$ cat src/rtl/issue_ctrl_if.sv
// rtl/issue_ctrl_if.sv - fetch/decode to issue handshake bundle
//
// Groups the decoded-instruction handshake presented by fetch to the
// issue controller.
//   if_valid            fetch presents a decoded instruction
//   if_ready            issue controller accepts it this cycle
//   dec_rd/rs1/rs2      decoded register fields
//   dec_rd_wen          instruction writes rd
//   dec_uses_rs2        instruction reads rs2
//   dec_stall           instruction is a branch
//   dec_mem_opcode      memory operation code
//   dec_mem_rdata_valid instruction is a load
// master: fetch side, slave: issue controller side.

interface issue_ctrl_if;
    logic       if_valid;
    logic       if_ready;
    logic [4:0] dec_rd;
    logic [4:0] dec_rs1;
    logic [4:0] dec_rs2;
    logic       dec_rd_wen;
    logic       dec_uses_rs2;
    logic       dec_stall;
    logic [2:0] dec_mem_opcode;
    logic       dec_mem_rdata_valid;

    modport master (
        output if_valid,
        output dec_rd,
        output dec_rs1,
        output dec_rs2,
        output dec_rd_wen,
        output dec_uses_rs2,
        output dec_stall,
        output dec_mem_opcode,
        output dec_mem_rdata_valid,
        input  if_ready
    );

    modport slave (
        input  if_valid,
        input  dec_rd,
        input  dec_rs1,
        input  dec_rs2,
        input  dec_rd_wen,
        input  dec_uses_rs2,
        input  dec_stall,
        input  dec_mem_opcode,
        input  dec_mem_rdata_valid,
        output if_ready
    );
endinterface

$ cat src/rtl/issue_ctrl.sv
// rtl/issue_ctrl.sv - in-order single-issue controller with branch/memory waits and load-use bubble
//
// Parameters
//   MEM_NOP      dec_mem_opcode value meaning "no memory access"
//   MEM_TIMEOUT  MEM_WAIT cycles allowed before flagging mem_err (1-255)
// Ports
//   clk        sole clock, rising edge
//   rst_n      synchronous active-low reset
//   fetch      decoded-instruction handshake (slave side)
//   br_done    branch resolved (honoured only in BR_WAIT)
//   br_taken   branch taken, qualified by br_done
//   mem_ack    memory operation complete (honoured only in MEM_WAIT)
//   issue      one-cycle pulse per accepted instruction
//   mem_req    memory request, high throughout MEM_WAIT
//   flush      one-cycle pulse on a taken branch
//   bubble     load-use bubble inserted this cycle
//   mem_err    sticky memory timeout flag
//   stall_cnt  saturating count of cycles with if_valid=1 and if_ready=0
//   state      RUN=0, BR_WAIT=1, MEM_WAIT=2, LU_BUBBLE=3

module issue_ctrl #(
    parameter logic [2:0] MEM_NOP     = 3'b111,
    parameter int          MEM_TIMEOUT = 8
) (
    input  logic              clk,
    input  logic              rst_n,
    issue_ctrl_if.slave       fetch,
    input  logic              br_done,
    input  logic              br_taken,
    input  logic              mem_ack,
    output logic              issue,
    output logic              mem_req,
    output logic              flush,
    output logic              bubble,
    output logic              mem_err,
    output logic [15:0]       stall_cnt,
    output logic [1:0]        state
);

    localparam logic [1:0] ST_RUN       = 2'd0;
    localparam logic [1:0] ST_BR_WAIT   = 2'd1;
    localparam logic [1:0] ST_MEM_WAIT  = 2'd2;
    localparam logic [1:0] ST_LU_BUBBLE = 2'd3;

    // The timeout counter starts at 0 on the first MEM_WAIT cycle, so the
    // MEM_TIMEOUT-th wait cycle is the one where it holds MEM_TIMEOUT-1.
    localparam logic [7:0] TIMEOUT_LAST = 8'(MEM_TIMEOUT - 1);

    logic [4:0] lu_rd;
    logic       lu_pend;
    logic [7:0] mem_cnt;

    logic in_run;
    logic rs1_hit;
    logic rs2_hit;
    logic hazard;
    logic accept;
    logic is_load;
    logic is_mem_op;
    logic timeout_hit;
    logic stall_now;

    // x0 is never a real producer, so a zero source field cannot collide.
    assign rs1_hit = lu_pend && (fetch.dec_rs1 != 5'd0) && (fetch.dec_rs1 == lu_rd);
    assign rs2_hit = lu_pend && fetch.dec_uses_rs2 && (fetch.dec_rs2 != 5'd0)
                     && (fetch.dec_rs2 == lu_rd);
    assign hazard  = rs1_hit || rs2_hit;

    assign in_run  = (state == ST_RUN);
    assign accept  = fetch.if_valid && in_run && !hazard;
    assign bubble  = fetch.if_valid && in_run && hazard;

    assign fetch.if_ready = accept;
    assign issue          = accept;

    assign mem_req = (state == ST_MEM_WAIT);
    assign flush   = (state == ST_BR_WAIT) && br_done && br_taken;

    assign is_load     = fetch.dec_mem_rdata_valid && fetch.dec_rd_wen && (fetch.dec_rd != 5'd0);
    assign is_mem_op   = (fetch.dec_mem_opcode != MEM_NOP);
    assign timeout_hit = (mem_cnt == TIMEOUT_LAST);
    assign stall_now   = fetch.if_valid && !accept && (stall_cnt != 16'hFFFF);

    always_ff @(posedge clk) begin
        if (!rst_n) begin
            state     <= ST_RUN;
            lu_rd     <= 5'd0;
            lu_pend   <= 1'b0;
            mem_cnt   <= 8'd0;
            mem_err   <= 1'b0;
            stall_cnt <= 16'd0;
        end else begin
            if (stall_now) begin
                stall_cnt <= stall_cnt + 16'd1;
            end

            case (state)
                ST_RUN: begin
                    if (accept) begin
                        // Only a load to a real register leaves a pending
                        // result; anything else retires the old one.
                        lu_pend <= is_load;
                        if (is_load) begin
                            lu_rd <= fetch.dec_rd;
                        end
                        // A branch that also carries a memory op waits for
                        // the branch only.
                        if (fetch.dec_stall) begin
                            state <= ST_BR_WAIT;
                        end else if (is_mem_op) begin
                            state   <= ST_MEM_WAIT;
                            mem_cnt <= 8'd0;
                        end
                    end else if (bubble) begin
                        lu_pend <= 1'b0;
                        state   <= ST_LU_BUBBLE;
                    end
                end

                ST_BR_WAIT: begin
                    if (br_done) begin
                        state <= ST_RUN;
                    end
                end

                ST_MEM_WAIT: begin
                    // An ack arriving on the timeout cycle still counts as
                    // success.
                    if (mem_ack) begin
                        state <= ST_RUN;
                    end else if (timeout_hit) begin
                        mem_err <= 1'b1;
                        lu_pend <= 1'b0;
                        state   <= ST_RUN;
                    end else begin
                        mem_cnt <= mem_cnt + 8'd1;
                    end
                end

                ST_LU_BUBBLE: begin
                    state <= ST_RUN;
                end

                default: begin
                    state <= ST_RUN;
                end
            endcase
        end
    end

endmodule

$ cat src/flat_wrapper.sv
// flat-port wrapper written by rule: the top's interface ports become plain ports
module issue_ctrl_flat 
#(
    parameter logic [2:0] MEM_NOP     = 3'b111,
    parameter int          MEM_TIMEOUT = 8
)
  (clk, rst_n, br_done, br_taken, mem_ack, issue, mem_req, flush, bubble, mem_err, stall_cnt, state, fetch_if_valid, fetch_dec_rd, fetch_dec_rs1, fetch_dec_rs2, fetch_dec_rd_wen, fetch_dec_uses_rs2, fetch_dec_stall, fetch_dec_mem_opcode, fetch_dec_mem_rdata_valid, fetch_if_ready);
  issue_ctrl_if fetch_i ();
  input  logic clk;
  input  logic rst_n;
  input  logic br_done;
  input  logic br_taken;
  input  logic mem_ack;
  output logic issue;
  output logic mem_req;
  output logic flush;
  output logic bubble;
  output logic mem_err;
  output logic [15:0] stall_cnt;
  output logic [1:0] state;
  input wire logic [$bits(fetch_i.if_valid)-1:0] fetch_if_valid;
  input wire logic [$bits(fetch_i.dec_rd)-1:0] fetch_dec_rd;
  input wire logic [$bits(fetch_i.dec_rs1)-1:0] fetch_dec_rs1;
  input wire logic [$bits(fetch_i.dec_rs2)-1:0] fetch_dec_rs2;
  input wire logic [$bits(fetch_i.dec_rd_wen)-1:0] fetch_dec_rd_wen;
  input wire logic [$bits(fetch_i.dec_uses_rs2)-1:0] fetch_dec_uses_rs2;
  input wire logic [$bits(fetch_i.dec_stall)-1:0] fetch_dec_stall;
  input wire logic [$bits(fetch_i.dec_mem_opcode)-1:0] fetch_dec_mem_opcode;
  input wire logic [$bits(fetch_i.dec_mem_rdata_valid)-1:0] fetch_dec_mem_rdata_valid;
  output wire logic [$bits(fetch_i.if_ready)-1:0] fetch_if_ready;
  assign fetch_i.if_valid = fetch_if_valid;
  assign fetch_i.dec_rd = fetch_dec_rd;
  assign fetch_i.dec_rs1 = fetch_dec_rs1;
  assign fetch_i.dec_rs2 = fetch_dec_rs2;
  assign fetch_i.dec_rd_wen = fetch_dec_rd_wen;
  assign fetch_i.dec_uses_rs2 = fetch_dec_uses_rs2;
  assign fetch_i.dec_stall = fetch_dec_stall;
  assign fetch_i.dec_mem_opcode = fetch_dec_mem_opcode;
  assign fetch_i.dec_mem_rdata_valid = fetch_dec_mem_rdata_valid;
  assign fetch_if_ready = fetch_i.if_ready;
  issue_ctrl #(.MEM_NOP(MEM_NOP), .MEM_TIMEOUT(MEM_TIMEOUT)) u_core (.clk(clk), .rst_n(rst_n), .fetch(fetch_i), .br_done(br_done), .br_taken(br_taken), .mem_ack(mem_ack), .issue(issue), .mem_req(mem_req), .flush(flush), .bubble(bubble), .mem_err(mem_err), .stall_cnt(stall_cnt), .state(state));
endmodule
$ cat config.mk
export PLATFORM = sky130hd
export DESIGN_NAME = issue_ctrl_flat
export DESIGN_NICKNAME = d
export VERILOG_FILES = /design/src/rtl/issue_ctrl_if.sv /design/src/rtl/issue_ctrl.sv /design/src/flat_wrapper.sv
export SDC_FILE = /design/constraint.sdc
export NUM_CORES = 1
export LEC_CHECK = 0
export CORE_AREA = 5 5 73 75
export DETAILED_ROUTE_END_ITERATION = 16
export DIE_AREA = 0 0 78 80
export HOLD_SLACK_MARGIN = 0.12
export PLACE_DENSITY = 0.74
export SLEW_MARGIN = 10
export SYNTH_ARGS = -nofsm -noshare
export SYNTH_HDL_FRONTEND = slang
export SYNTH_SLANG_ARGS = --single-unit
$ cat constraint.sdc
create_clock -name clk -period 1.8 [get_ports clk]
set_input_delay 0.27 -clock clk [delete_from_list [all_inputs] [get_ports clk]]
set_output_delay 0.27 -clock clk [all_outputs]
set_load 0.02 [all_outputs]
* Word-level counts from Yosys, hierarchy flattened *
Cells that the tools add are included.

storage, ports and cells
  register bits = 33
  memory bits (read-only) = 0
  input port bits = 28
  memory bits (writable) = 0
  memories kept = 0
  output and inout port bits = 24
  bits in latches = 0
  word-level logic and storage cells = 73

operators by class
  magnitude comparators = 0
  bitwise operators = 1
  mux-type cells = 19
  reduce and logical (&&, ||, !) cells = 27
  shift-type cells = 0
  divide/modulo/power cells = 0
  $mul = 0
  add/sub/neg operators = 2
  eq/ne operators = 18

operators by type and width
  kind                                                                   number
  8-bit 2-to-1 mux                                                       5
  16-bit by 1-bit adder with 16-bit output, second input constant        1
  16-bit != test, second input constant                                  1
  8-bit one-hot mux with 2 select lines                                  1
  5-bit nonzero test                                                     3
  1-bit logical AND                                                      14
  2-bit 2-to-1 mux                                                       7
  2-bit != test, second input constant                                   6
  5-bit equality test                                                    2
  8-bit by 1-bit adder with 8-bit output, second input constant          1
  8-bit by 3-bit equality test with 1-bit output, second input constant  1
  2-bit one-hot mux with 4 select lines                                  1
  4-bit AND reduction                                                    2
  3-bit != test, second input constant                                   2
  3-bit AND reduction                                                    2
  6-bit AND reduction                                                    1
  2-bit equality test, second input constant                             2
  1-bit 2-to-1 mux                                                       4
  4-bit != test, second input constant                                   1
  3-bit by 2-bit != test with 1-bit output, second input constant        1
  2-bit by 1-bit equality test with 1-bit output, second input constant  1
  1-bit logical NOT                                                      2
  2-bit logical NOT                                                      1
  2-bit by 1-bit != test with 1-bit output, second input constant        1
  4 further kinds                                                        4

* Logic depth before layout (Yosys ltp) *
Gate-level depths: netlist of the first run.

  depth in word-level cells = 9
  depth in mapped cells = 7
  mapped depth without buffers = 7

* Worst setup path after synthesis of the first run *
OpenSTA, ideal clock, no wires.

  path kind = flip-flop to flip-flop
  start point = reg u_core.stall_cnt[0]
  end point = reg u_core.stall_cnt[14]
  path buffers = 0
  period minus slack after synthesis = 1945 ps
  path slack = -145 ps
  setup time = 72 ps
  stages on the path, launching flop included = 6
  arrival = 1873 ps
  data required time = 1728 ps
  cell sequence = dfxtp_1 > ha_1 > nand3_1 > or4_1 > or3_1 > a21oi_1

on the way
  longest elaborated chain between the ends = 2
  elaborated cells on any way between the ends = 3
  those cells by class = add/sub: 1; eq/ne: 1; reduce/logical: 1

RTL lines
  what                                                                                              line              RTL
  start, declared                                                                                   issue_ctrl.sv:36  output logic [15:0] stall_cnt,
  start signal, assigned                                                                            issue_ctrl.sv:94  stall_cnt <= stall_cnt + 16'd1;
  parallel branches: the longest is 2 deep, another holds 16-bit by 1-bit adder with 16-bit output  --

Several ways; the timed one is not identified.
A chain may end at the register's enable or synchronous reset.

* Worst setup path after layout of the first run *
  start point = reg u_core.lu_rd[0]
  end point = out issue

on the way
  longest elaborated chain between the ends = 5
  elaborated cells on any way between the ends = 7
  those cells by class = eq/ne: 2; reduce/logical: 5

RTL lines
  what                                    line                                RTL
  start, declared                         issue_ctrl.sv:49                    logic [4:0] lu_rd;
  start signal, assigned                  issue_ctrl.sv:104                   lu_rd <= fetch.dec_rd;
  5-bit equality test (on tied branches)  issue_ctrl.sv:64, issue_ctrl.sv:66
  1-bit logical AND (on tied branches)    issue_ctrl.sv:64, issue_ctrl.sv:66
  1-bit logical OR (*)                    issue_ctrl.sv:67                    assign hazard = rs1_hit || rs2_hit;
  1-bit logical NOT (*)                   issue_ctrl.sv:70                    assign accept = fetch.if_valid && in_run && !hazard;
  1-bit logical AND (*)                   issue_ctrl.sv:70
  end, declared                           flat_wrapper.sv:14                  output logic issue;

Every way passes the cells marked *; elsewhere a longest branch is shown, timed or not.

==> run_results.csv, run 1 <==
group,metric,value,unit
status,status,"finished with violations",
status,failed_checks,"negative setup slack",
critical_path,worstSetupPathType,"flip-flop to primary output",
clock_network,cts_buffers,5,
yosys,synth_area,1910,um^2
floorplanning,placeableCoreArea,4600,um^2
global_route,grt_pass1_wl,8700,um
placement,place_congestion,0.934,
global_route,grt_max_degree,30,
critical_path,cp_data_required_time,1.53,ns
clock_network,clkLatencyLatePin,0.28,ns
layout,area_delta_synth_final,57.6,%
timing,worst_pin_slew,0.351,ns
route,vias_per_cell,5.38,
route,dr.pass1.iters,4,
power_and_ir_drop,finalPower,0.00163,W
clock_network,cts_max_level,2,
floorplanning,dieArea,6240,um^2
clock_network,clkSinkCount,33,
route,drt-total-wl,5330,um
critical_path,regToRegStartpoint,"u_core.lu_rd[0]$_SDFFE_PN0P_",
global_route,grt_pass1_vias,1864,
global_route,grt-busiest-layer,"met2",
flow_run,drv_cap,0,
layout,final_nets,347,
route,route.detailed.drc,0,
timing,fin_skew,0.00798,ns
timing,maxSlewViolCount,0,
worst_hold_path,min_path_type,"flip-flop to flip-flop",
clock_network,cts_tree,"done",
placement,placement.io_buffers,51,
route,ant_nets,0,
placement,dp_cells,358,
timing,setup_ws,-0.273,ns
critical_path,crit_path_top_delay_cell,"dfxtp_4",
critical_path,crit_end,"issue",
floorplanning,rows,25,
power_and_ir_drop,ir_worst_vdd,286,uV
yosys,syn-num-nets,257,
layout,stdcell_count,371,
critical_path,crit_path_start,"u_core.lu_rd[0]$_SDFFE_PN0P_",
yosys,postSynthCellCount,227,
global_route,grt_overflow,0,
timing,finalHoldViolCount,0,
yosys,syn_avg_cell_area,8.40,um^2
critical_path,crit_arrival,1.80,ns
route,vias,1995,
layout,num_antenna_cells,0,
yosys,yosysSeqAreaShare,34.6,%
critical_path,end_kind,"primary output",
clock_network,clkSlewWorstSetupHoldPaths,0.07,ns
timing,slew_headroom,76.3,%
global_route,grt.met2_usage,30.1,%
power_and_ir_drop,pwr_density_cell,543,nW/um^2
clock_network,cts_buffer_depth,2,
layout,drive_gt1_share,29.3,%
global_route,met3_usage,3.72,%
timing,setup_violations,33,
power_and_ir_drop,leakagePower,1.10,nW
floorplanning,chipWidth,78,um
critical_path,r2r_slack,-0.24,ns
critical_path,path_max_fanout,5,
floorplanning,die_h,80,um
global_route,antenna_found_initial,0,
clock_network,holdBufCountCts,0,
clock_network,cts-root-buf,"clkbuf_8",
yosys,ys_ff_latch,33,
global_route,track_usage,17.3,%
timing,fmax,482,MHz
yosys,ys_warn_count,0,
critical_path,reg2reg_depth,9,
placement,hpwl,3900,um
global_route,grt_util_met1,21.2,%
timing,period_minus_slack,2.07,ns
route,drtIter0Drc,142,
floorplanning,io_pins,52,
route,wl_per_cell,14.4,um
critical_path,cp-start-kind,"flip-flop",
timing,final.period_utilization,115,%
floorplanning,start_util,41.5,%
yosys,synth_cell_type_count,44,
timing,timing.setup.tns,-5.95,ns
critical_path,crit_chain,"o41ai_4, a211oi_2, buf_4, nor3_4, buf_6",
critical_path,slowest_delay,0.37,ns
timing,rsz0062_at_grt,"true",
critical_path,r2r-end,"u_core.mem_cnt[1]$_SDFFE_PN0P_",
-- timing repair --
item | CTS | global route
setup buffers | 5 | 1
gates cloned | 1 | 0
pin swaps | 13 | 11
endpoints found under the setup margin | 36 | 35
resized for setup | 51 | 18
-- cell type report --
cell class / instances / area, um^2
clock buffers: 7 / 86.3
fillers: 405 / 1590
multi-input cells: 178 / 1300
repair buffers: 94 / 852
inverters: 5 / 18.8
well taps: 54 / 67.6
flip-flops and latches: 33 / 683
-- cell families after synthesis --
| family | Yosys count | share of synthesized area (%) |
|---|---|---|
| XOR/XNOR | 8 | 3.67 |
| AO/OA/AOI/OAI | 47 | 16.9 |
| AND/OR/NAND/NOR | 107 | 31.9 |
| buffers and inverters | 16 | 4.26 |
| adder cells (fa/ha/maj) | 2 | 1.31 |
| multiplexers | 14 | 7.35 |
| flip-flops | 33 | 34.6 |
-- worst min-delay path by stage --
stage	start	end	slack [ns]	cells after the start
6_report	u_core.mem_cnt[7]$_SDFFE_PN0P_	u_core.mem_cnt[7]$_SDFFE_PN0P_	0.46	1
2_1_floorplan	rst_n	u_core.stall_cnt[5]$_SDFFE_PN0P_	0.41	2
5_1_grt	u_core.mem_cnt[7]$_SDFFE_PN0P_	u_core.mem_cnt[7]$_SDFFE_PN0P_	0.49	1
4_1_cts	u_core.mem_cnt[7]$_SDFFE_PN0P_	u_core.mem_cnt[7]$_SDFFE_PN0P_	0.46	1
3_5_place_dp	u_core.mem_cnt[7]$_SDFFE_PN0P_	u_core.mem_cnt[7]$_SDFFE_PN0P_	0.45	1
3_3_place_gp	u_core.mem_cnt[7]$_SDFFE_PN0P_	u_core.mem_cnt[7]$_SDFFE_PN0P_	0.45	1
-- sequential cells by signal, summed over array words and instances (netlist names) --
register          flops
u_core.lu_rd          5
u_core.mem_err        1
u_core.stall_cnt     16
u_core.mem_cnt        8
u_core.lu_pend        1
u_core.state          2
-- report_power, final --
group          switching (W)  leakage [nW]  internal, W
clock               0.000261        0.0443     0.000303
combinational       0.000148         0.786     0.000166
sequential         0.0000124         0.273     0.000739
-- layout by cell type (no fill, tap or decap), types with 2 or more instances in the layout --
cell type        Yosys  layout
clkdlybuf4s50_1      0      37
buf_4                3      36
nand2_1             35      35
dfxtp_1             33      21
nor2_1              15      14
mux2i_1             14      14
dlygate4sd2_1        0      11
nand2b_1            11      10
o21ai_0             14      10
nand3_1             10       9
a21oi_1             10       9
dfxtp_2              0       9
buf_6                1       8
xnor2_1              8       7
or4_1                6       6
clkbuf_8             0       6
nor3_2               1       5
inv_1                4       4
nor4_4               0       4
a31oi_1              4       4
o21a_1               4       4
nand4_1              3       3
o31ai_1              3       3
or3_1                3       3
dfxtp_4              0       3
o21ai_1              0       2
nor3_4               1       2
and3_1               2       2
o41ai_1              2       2
o21ai_2              0       2
and2_1               2       2
ha_1                 2       2
-- stage by stage --
step	hold slack [ns]	util [%]	cell area [um^2]	setup WS, ns
finish	0.459	65.4	3010	-0.273
global route	0.492	65.4	3010	-0.333
CTS	0.459	63.9	2940	-0.221
detailed placement	0.452	59.3	2730	-0.624
global placement	0.450	59.3	2730	-0.594
floorplan	0.412	-	1930	0.00175
-- critical path: cells and delay by family, from the launching register on --
family          cells  cell delay, ns
compound gates      2            0.48
flops               1            0.37
buf+inv             2            0.34
simple gates        1            0.33
-- per-layer routing --
layer | routed length, um | share of wire [%]
met4 | 68 | 1.3
met3 | 278 | 5.2
met5 | 0 | 0
met1 | 2380 | 45
met2 | 2600 | 49
-- synthesized netlist by cell type, drive strengths merged --
master    n  share of area, %
o2111a    1              0.59
a21oi    10               2.6
mux2i    14               7.3
and4      1              0.59
or3b      1              0.46
a31oi     4               1.3
nand2    35               6.9
o21ai    14               3.7
a21o      1              0.39
nor3      8               3.0
or4       6               2.4
nand4     3              0.98
nor3b     3               1.8
nor4      5               3.0
xnor2     8               3.7
o21a      4               1.6
nor2     15               3.0
o41ai     4               2.6
o311ai    2              0.92
a211oi    2               1.0
or3       3              0.98
o31ai     3               1.2
nand3    11               3.5
a311oi    1              0.46
inv       4              0.79
and3      2              0.66
and4b     1              0.52
clkinv    1              0.20
ha        2               1.3
and2      2              0.66
buf       6               2.3
clkbuf    5              0.98
nand2b   11               3.6
dfxtp    33                35
o2111ai   1              0.46
Power figures use the tool's default switching activity.
==> inputs of run 2 (changes only) <==
--- a/config.mk
+++ b/config.mk
@@ -5,11 +5,10 @@
 export SDC_FILE = /design/constraint.sdc
 export NUM_CORES = 1
 export LEC_CHECK = 0
-export CORE_AREA = 5 5 73 75
+export CORE_AREA = 5 5 94 96
 export DETAILED_ROUTE_END_ITERATION = 16
-export DIE_AREA = 0 0 78 80
+export DIE_AREA = 0 0 99 101
 export HOLD_SLACK_MARGIN = 0.12
-export PLACE_DENSITY = 0.74
 export SLEW_MARGIN = 10
 export SYNTH_ARGS = -nofsm -noshare
 export SYNTH_HDL_FRONTEND = slang
==> run_results.csv, run 2 (same netlist as run 1, synthesis figures left out) <==
group,metric,value,unit
status,failed_checks,"negative setup slack",
worst_hold_path,min_path_type,"flip-flop to flip-flop",
critical_path,crit_path_top_delay_cell,"dfxtp_4",
clock_network,cts_tree,"done",
timing,whs,0.472,ns
route,vias_per_cell,4.82,
timing,maxSlewViolCount,0,
layout,final_area,3300,um^2
route,vias,2081,
critical_path,crit_path_start,"u_core.lu_rd[3]$_SDFFE_PN0P_",
critical_path,cp-start-kind,"flip-flop",
critical_path,cp_top_family,"buffers and inverters",
layout,area_delta_synth_final,73.2,%
timing,final.period_utilization,118,%
clock_network,cts_buffers,5,
global_route,grt_pass1_wl,9590,um
timing,fin_skew,0.0114,ns
global_route,grt_overflow,0,
route,route.detailed.drc,0,
floorplanning,die_h,101,um
placement,place_congestion,0.846,
timing,setup_violations,27,
route,drt-total-wl,5930,um
placement,post_dp_cell_area,2820,um^2
worst_hold_path,min-delay-start,"u_core.mem_err$_SDFFE_PN0P_",
route,wl_per_cell,13.7,um
power_and_ir_drop,pwr_density_cell,514,nW/um^2
critical_path,crit_arrival,1.85,ns
clock_network,cts_buffer_depth,2,
critical_path,path_max_fanout,4,
route,ant_nets,0,
timing,finalHoldViolCount,0,
power_and_ir_drop,ir_worst_vdd,230,uV
placement,dp_cells,410,
timing,slew_headroom,69.1,%
clock_network,clkSinkCount,33,
clock_network,cts_max_level,2,
floorplanning,io_pins,52,
placement,hpwl,4080,um
critical_path,crit_chain,"o41ai_4, a211oi_2, buf_4, nor3_4, buf_12, buf_8, buf_6",
layout,final_cell_mix,"clkdlybuf4s50_1 (41), buf_4 (39), nand2_1 (35), dfxtp_1 (21)",
global_route,grt_pass1_vias,2057,
critical_path,cp_data_required_time,1.53,ns
layout,largest_reg_flops,16,
layout,final_nets,356,
layout,final_common_cell,"clkdlybuf4s50_1",
clock_network,cts-root-buf,"clkbuf_8",
global_route,antenna_found_initial,0,
floorplanning,rows,33,
critical_path,end_kind,"primary output",
route,drtIter0Drc,91,
timing,setup_ws,-0.322,ns
layout,stdcell_count,432,
power_and_ir_drop,leakagePower,1.21,nW
global_route,track_usage,12.0,%
timing,period_minus_slack,2.12,ns
critical_path,r2r_slack,-0.29,ns
critical_path,slowest_delay,0.37,ns
floorplanning,placeableCoreArea,7970,um^2
layout,fill_cells,769,
route,dr.pass1.iters,4,
critical_path,regToRegStartpoint,"u_core.lu_rd[1]$_SDFFE_PN0P_",
timing,fmax,471,MHz
layout,top_register,"u_core.stall_cnt",
floorplanning,chipWidth,99,um
placement,placement.io_buffers,51,
layout,drive_gt1_share,33.6,%
placement,place_ws,-0.599,ns
global_route,grt_max_degree,30,
flow_run,drv_cap,0,
layout,largestRegisters,"u_core.stall_cnt x16, u_core.mem_cnt x8, u_core.lu_rd x5",
critical_path,path_buf_inv,4,
floorplanning,dieArea,10000,um^2
floorplanning,start_util,23.9,%
clock_network,clkLatencyLatePin,0.29,ns
critical_path,worstSetupPathType,"flip-flop to primary output",
clock_network,clkSlewWorstSetupHoldPaths,0.07,ns
status,status,"finished with violations",
layout,num_antenna_cells,0,
timing,worst_pin_slew,0.462,ns
timing,rsz0062_at_grt,"true",
[run 2: cell count changes in the layout (fill, tap and decap cells not counted), sizes merged]
| cell | delta |
|---|---|
| buf | +9 |
| clkbuf | -1 |
| clkdlybuf4s50 | +4 |
| clkinv | +2 |
| dlygate4sd2 | -4 |
[run 2: worst paths after layout]
path / end / cells past startpoint
max: issue / 7
min: u_core.mem_err$_SDFFE_PN0P_ / 2
max reg2reg: u_core.stall_cnt[4]$_SDFFE_PN0P_ / 10
min reg2reg: u_core.mem_err$_SDFFE_PN0P_ / 2
[run 2: worst min-delay path, cell delays in order, from the launching register on]
cell and delay (ns):
dfxtp_1 0.33, a21oi_1 0.04, nor2_1 0.07
[run 2: layer usage]
metal  up-vias  share of wire (%)  GRT usage, %
li1       1026                  -             -
met1       992                 45          14.8
met2        57                 49          19.7
met3         6                4.8          3.74
met4         0                1.0          4.31
met5         -                  0             0
[run 2: cell type report]
class                      instances  area [um^2]  area share, %
clock buffer                       6         72.6           2.20
inverter                           5         18.8          0.568
tap                              105          131           3.98
clock inverter                     2         10.0          0.303
multi-input combinational        178         1400           42.3
timing repair buffer             103          991           30.0
sequential                        33          683           20.7
[run 2: report_power, final]
part           internal, W  switching [W]
Sequential        0.000739      0.0000125
Combinational     0.000215       0.000179
Clock             0.000268       0.000284
[run 2: per-stage QoR]
| stage | util [%] | power (W) | setup TNS [ns] |
|---|---|---|---|
| after detailed placement | 35.4 | 0.00106 | -16.78 |
| after global placement | 35.4 | 0.00106 | -15.73 |
| after floorplan | - | 0.000902 | 0 |
| after CTS | 40.4 | 0.00170 | -4.29 |
| final | 41.4 | 0.00170 | -5.21 |
| after global routing | 41.4 | 0.00178 | -7.88 |
[run 2: timing repair]
item,in CTS,in global routing
resized for setup,56,24
hold buffers,0,0
gates cloned,2,0
pin swaps,36,10
setup buffers,10,5
endpoints found under the setup margin,35,35
==> inputs of run 3 (changes only) <==
--- a/config.mk
+++ b/config.mk
@@ -9,6 +9,7 @@
 export DETAILED_ROUTE_END_ITERATION = 16
 export DIE_AREA = 0 0 99 101
 export HOLD_SLACK_MARGIN = 0.12
+export PLACE_DENSITY = 0.52
 export SLEW_MARGIN = 10
 export SYNTH_ARGS = -nofsm -noshare
 export SYNTH_HDL_FRONTEND = slang
==> run_results.csv, run 3 (same netlist as run 1, synthesis figures left out) <==
group,metric,value,unit
power_and_ir_drop,pwr_density_cell,525,nW/um^2
layout,final_cell_mix,"clkdlybuf4s50_1 (42), buf_4 (40), nand2_1 (35), dfxtp_1 (21), nor2_1 (15)",
route,drtIter0Drc,56,
floorplanning,die_h,101,um
placement,place_ws,-0.648,ns
clock_network,cts_max_level,2,
layout,final_common_cell,"clkdlybuf4s50_1",
layout,drive_gt1_share,36.1,%
worst_hold_path,min_path_type,"flip-flop to flip-flop",
floorplanning,chipWidth,99,um
worst_hold_path,min_path_cells,1,
layout,largestRegisters,"u_core.stall_cnt x16, u_core.mem_cnt x8, u_core.lu_rd x5",
route,vias_per_cell,4.69,
global_route,antenna_found_initial,0,
layout,final_area,3390,um^2
power_and_ir_drop,seq_power_share,42.3,%
critical_path,regToRegStartpoint,"u_core.lu_rd[0]$_SDFFE_PN0P_",
timing,slew_headroom,64.7,%
power_and_ir_drop,ir_worst_vdd,325,uV
worst_hold_path,hold_end,"u_core.mem_cnt[7]$_SDFFE_PN0P_",
clock_network,cts_buffers,5,
power_and_ir_drop,clockPowerShare,35.4,%
global_route,grt_overflow,0,
floorplanning,dieArea,10000,um^2
global_route,grt_pass1_vias,1996,
layout,top_register,"u_core.stall_cnt",
timing,finalHoldViolCount,0,
critical_path,r2r-end,"u_core.stall_cnt[4]$_SDFFE_PN0P_",
timing,rsz0062_at_grt,"true",
layout,final_nets,359,
layout,num_antenna_cells,0,
global_route,grt_max_degree,23,
timing,fmax,488,MHz
timing,period_minus_slack,2.05,ns
layout,area_delta_synth_final,78.0,%
global_route,track_usage,11.9,%
layout,regArea,686,um^2
status,status,"finished with violations",
critical_path,r2r_slack,-0.25,ns
layout,fill_cells,780,
floorplanning,placeableCoreArea,7970,um^2
flow_run,drv_cap,0,
layout,multi_input_area,1430,um^2
critical_path,end_kind,"flip-flop",
critical_path,crit_arrival,2.27,ns
timing,worst_pin_slew,0.526,ns
critical_path,cp_top_family,"simple AND/OR/NAND/NOR gates",
floorplanning,rows,33,
route,drt-total-wl,6010,um
worst_hold_path,min-delay-start,"u_core.mem_cnt[7]$_SDFFE_PN0P_",
route,dr.pass1.iters,4,
clock_network,cts-root-buf,"clkbuf_8",
power_and_ir_drop,finalPower,0.00178,W
power_and_ir_drop,combPwrFrac,22.3,%
global_route,grt_pass1_wl,9670,um
placement,place_congestion,0.772,
timing,timing.setup.tns,-3.44,ns
placement,hpwl,4080,um
placement,placement.io_buffers,51,
power_and_ir_drop,sw_frac_of_total,26.9,%
critical_path,path_buf_inv,3,
placement,post_dp_cell_area,2810,um^2
route,ant_nets,0,
layout,final_util,42.6,%
critical_path,path_max_fanout,7,
clock_network,cts_buffer_depth,2,
timing,maxSlewViolCount,0,
route,route.detailed.drc,0,
clock_network,clkSlewWorstSetupHoldPaths,0.07,ns
power_and_ir_drop,power_switching,0.000478,W
route,wl_per_cell,13.8,um
critical_path,crit_chain,"xnor2_2, o2111ai_2, nor3b_4, buf_6, nor3_4, buf_12, buf_8, or4_4, a21oi_2",
critical_path,cp-start-kind,"flip-flop",
floorplanning,start_util,23.9,%
timing,setup_ws,-0.251,ns
layout,largest_reg_flops,16,
power_and_ir_drop,p_int,0.00130,W
route,vias,2041,
clock_network,clkSinkCount,33,
power_and_ir_drop,leakagePower,1.25,nW
timing,setup_violations,26,
clock_network,clkLatencyLatePin,0.29,ns
floorplanning,io_pins,52,
timing,final.period_utilization,114,%
critical_path,reg2reg_depth,9,
critical_path,cp_data_required_time,2.02,ns
clock_network,cts_tree,"done",
timing,fin_skew,0.00565,ns
clock_network,holdBufCountCts,0,
critical_path,worstSetupPathType,"flip-flop to flip-flop",
critical_path,crit_path_top_delay_cell,"or4_4",
status,failed_checks,"negative setup slack",
critical_path,slowest_delay,0.47,ns
==> run 3: cell types whose count changed in the layout (fill, tap and decap cells not counted), moves of 2 or more <==
cell | previous run | this run
a21oi_2 | 3 | 5
or4_1 | 6 | 3
a21oi_1 | 7 | 5
clkbuf_8 | 5 | 7
o31ai_2 | 0 | 2
o31ai_1 | 3 | 1
or4_4 | 0 | 3
==> run 3: per-layer routing <==
metal  vias up  global-route usage [%]  routed length [um]
met3        10                    2.70                 294
met1       945                    15.1                2760
li1       1028                       -                   -
met5         -                       0                   0
met4         0                    4.20                 119
met2        58                    19.8                2830
==> run 3: per-stage QoR <==
step           cells  hold WS, ns
2_1_floorplan    227        0.412
3_3_place_gp     411        0.444
3_5_place_dp     411        0.448
4_1_cts          432        0.461
5_1_grt          435        0.505
6_report         435        0.471
==> run 3: worst max path at each step <==
stage               cells past startpoint                           endpoint                               from
finish                                  9   u_core.stall_cnt[4]$_SDFFE_PN0P_       u_core.lu_rd[0]$_SDFFE_PN0P_
detailed placement                      7                             bubble                   fetch_dec_rs2[0]
floorplan                               5  u_core.stall_cnt[14]$_SDFFE_PN0P_  u_core.stall_cnt[11]$_SDFFE_PN0P_
global route                            9   u_core.stall_cnt[4]$_SDFFE_PN0P_       u_core.lu_rd[0]$_SDFFE_PN0P_
CTS                                     6                     fetch_if_ready       u_core.lu_rd[0]$_SDFFE_PN0P_
global placement                        7                             bubble                   fetch_dec_rs2[0]
==> run 3: worst register-to-register path: stages (launching register included) <==
cell and delay, ns:
dfxtp_4 0.38, xnor2_2 0.17, o2111ai_2 0.14, nor3b_4 0.25
buf_6 0.13, nor3_4 0.05, buf_12 0.15, buf_8 0.13
or4_4 0.47, a21oi_2 0.13
==> run 3: final cells by class <==
cell class                      instances  share of cell area (%)
Multi-Input combinational cell        178                    42.1
Timing Repair Buffer                  106                    30.3
Sequential cell                        33                    20.2
Tap cell                              105                    3.87
Clock buffer                            7                    2.84
Inverter                                5                   0.553
Clock inverter                          1                   0.147
==> run 3: timing repair <==
| item | CTS | global route |
|---|---|---|
| endpoints found under the setup margin | 36 | 34 |
| setup buffers | 11 | 3 |
| gates resized for setup | 62 | 23 |
| cloned | 2 | 0 |
| pin swaps | 30 | 11 |
==> run 3: power by group through the flow <==
stage | registers, W | logic (W) | clock network, W
after floorplan | 0.000776 | 0.000126 | 0
after global placement | 0.000772 | 0.000278 | 0
after detailed placement | 0.000772 | 0.000279 | 0
after CTS | 0.000753 | 0.000378 | 0.000654
after global routing | 0.000755 | 0.000425 | 0.000696
final | 0.000753 | 0.000397 | 0.000630
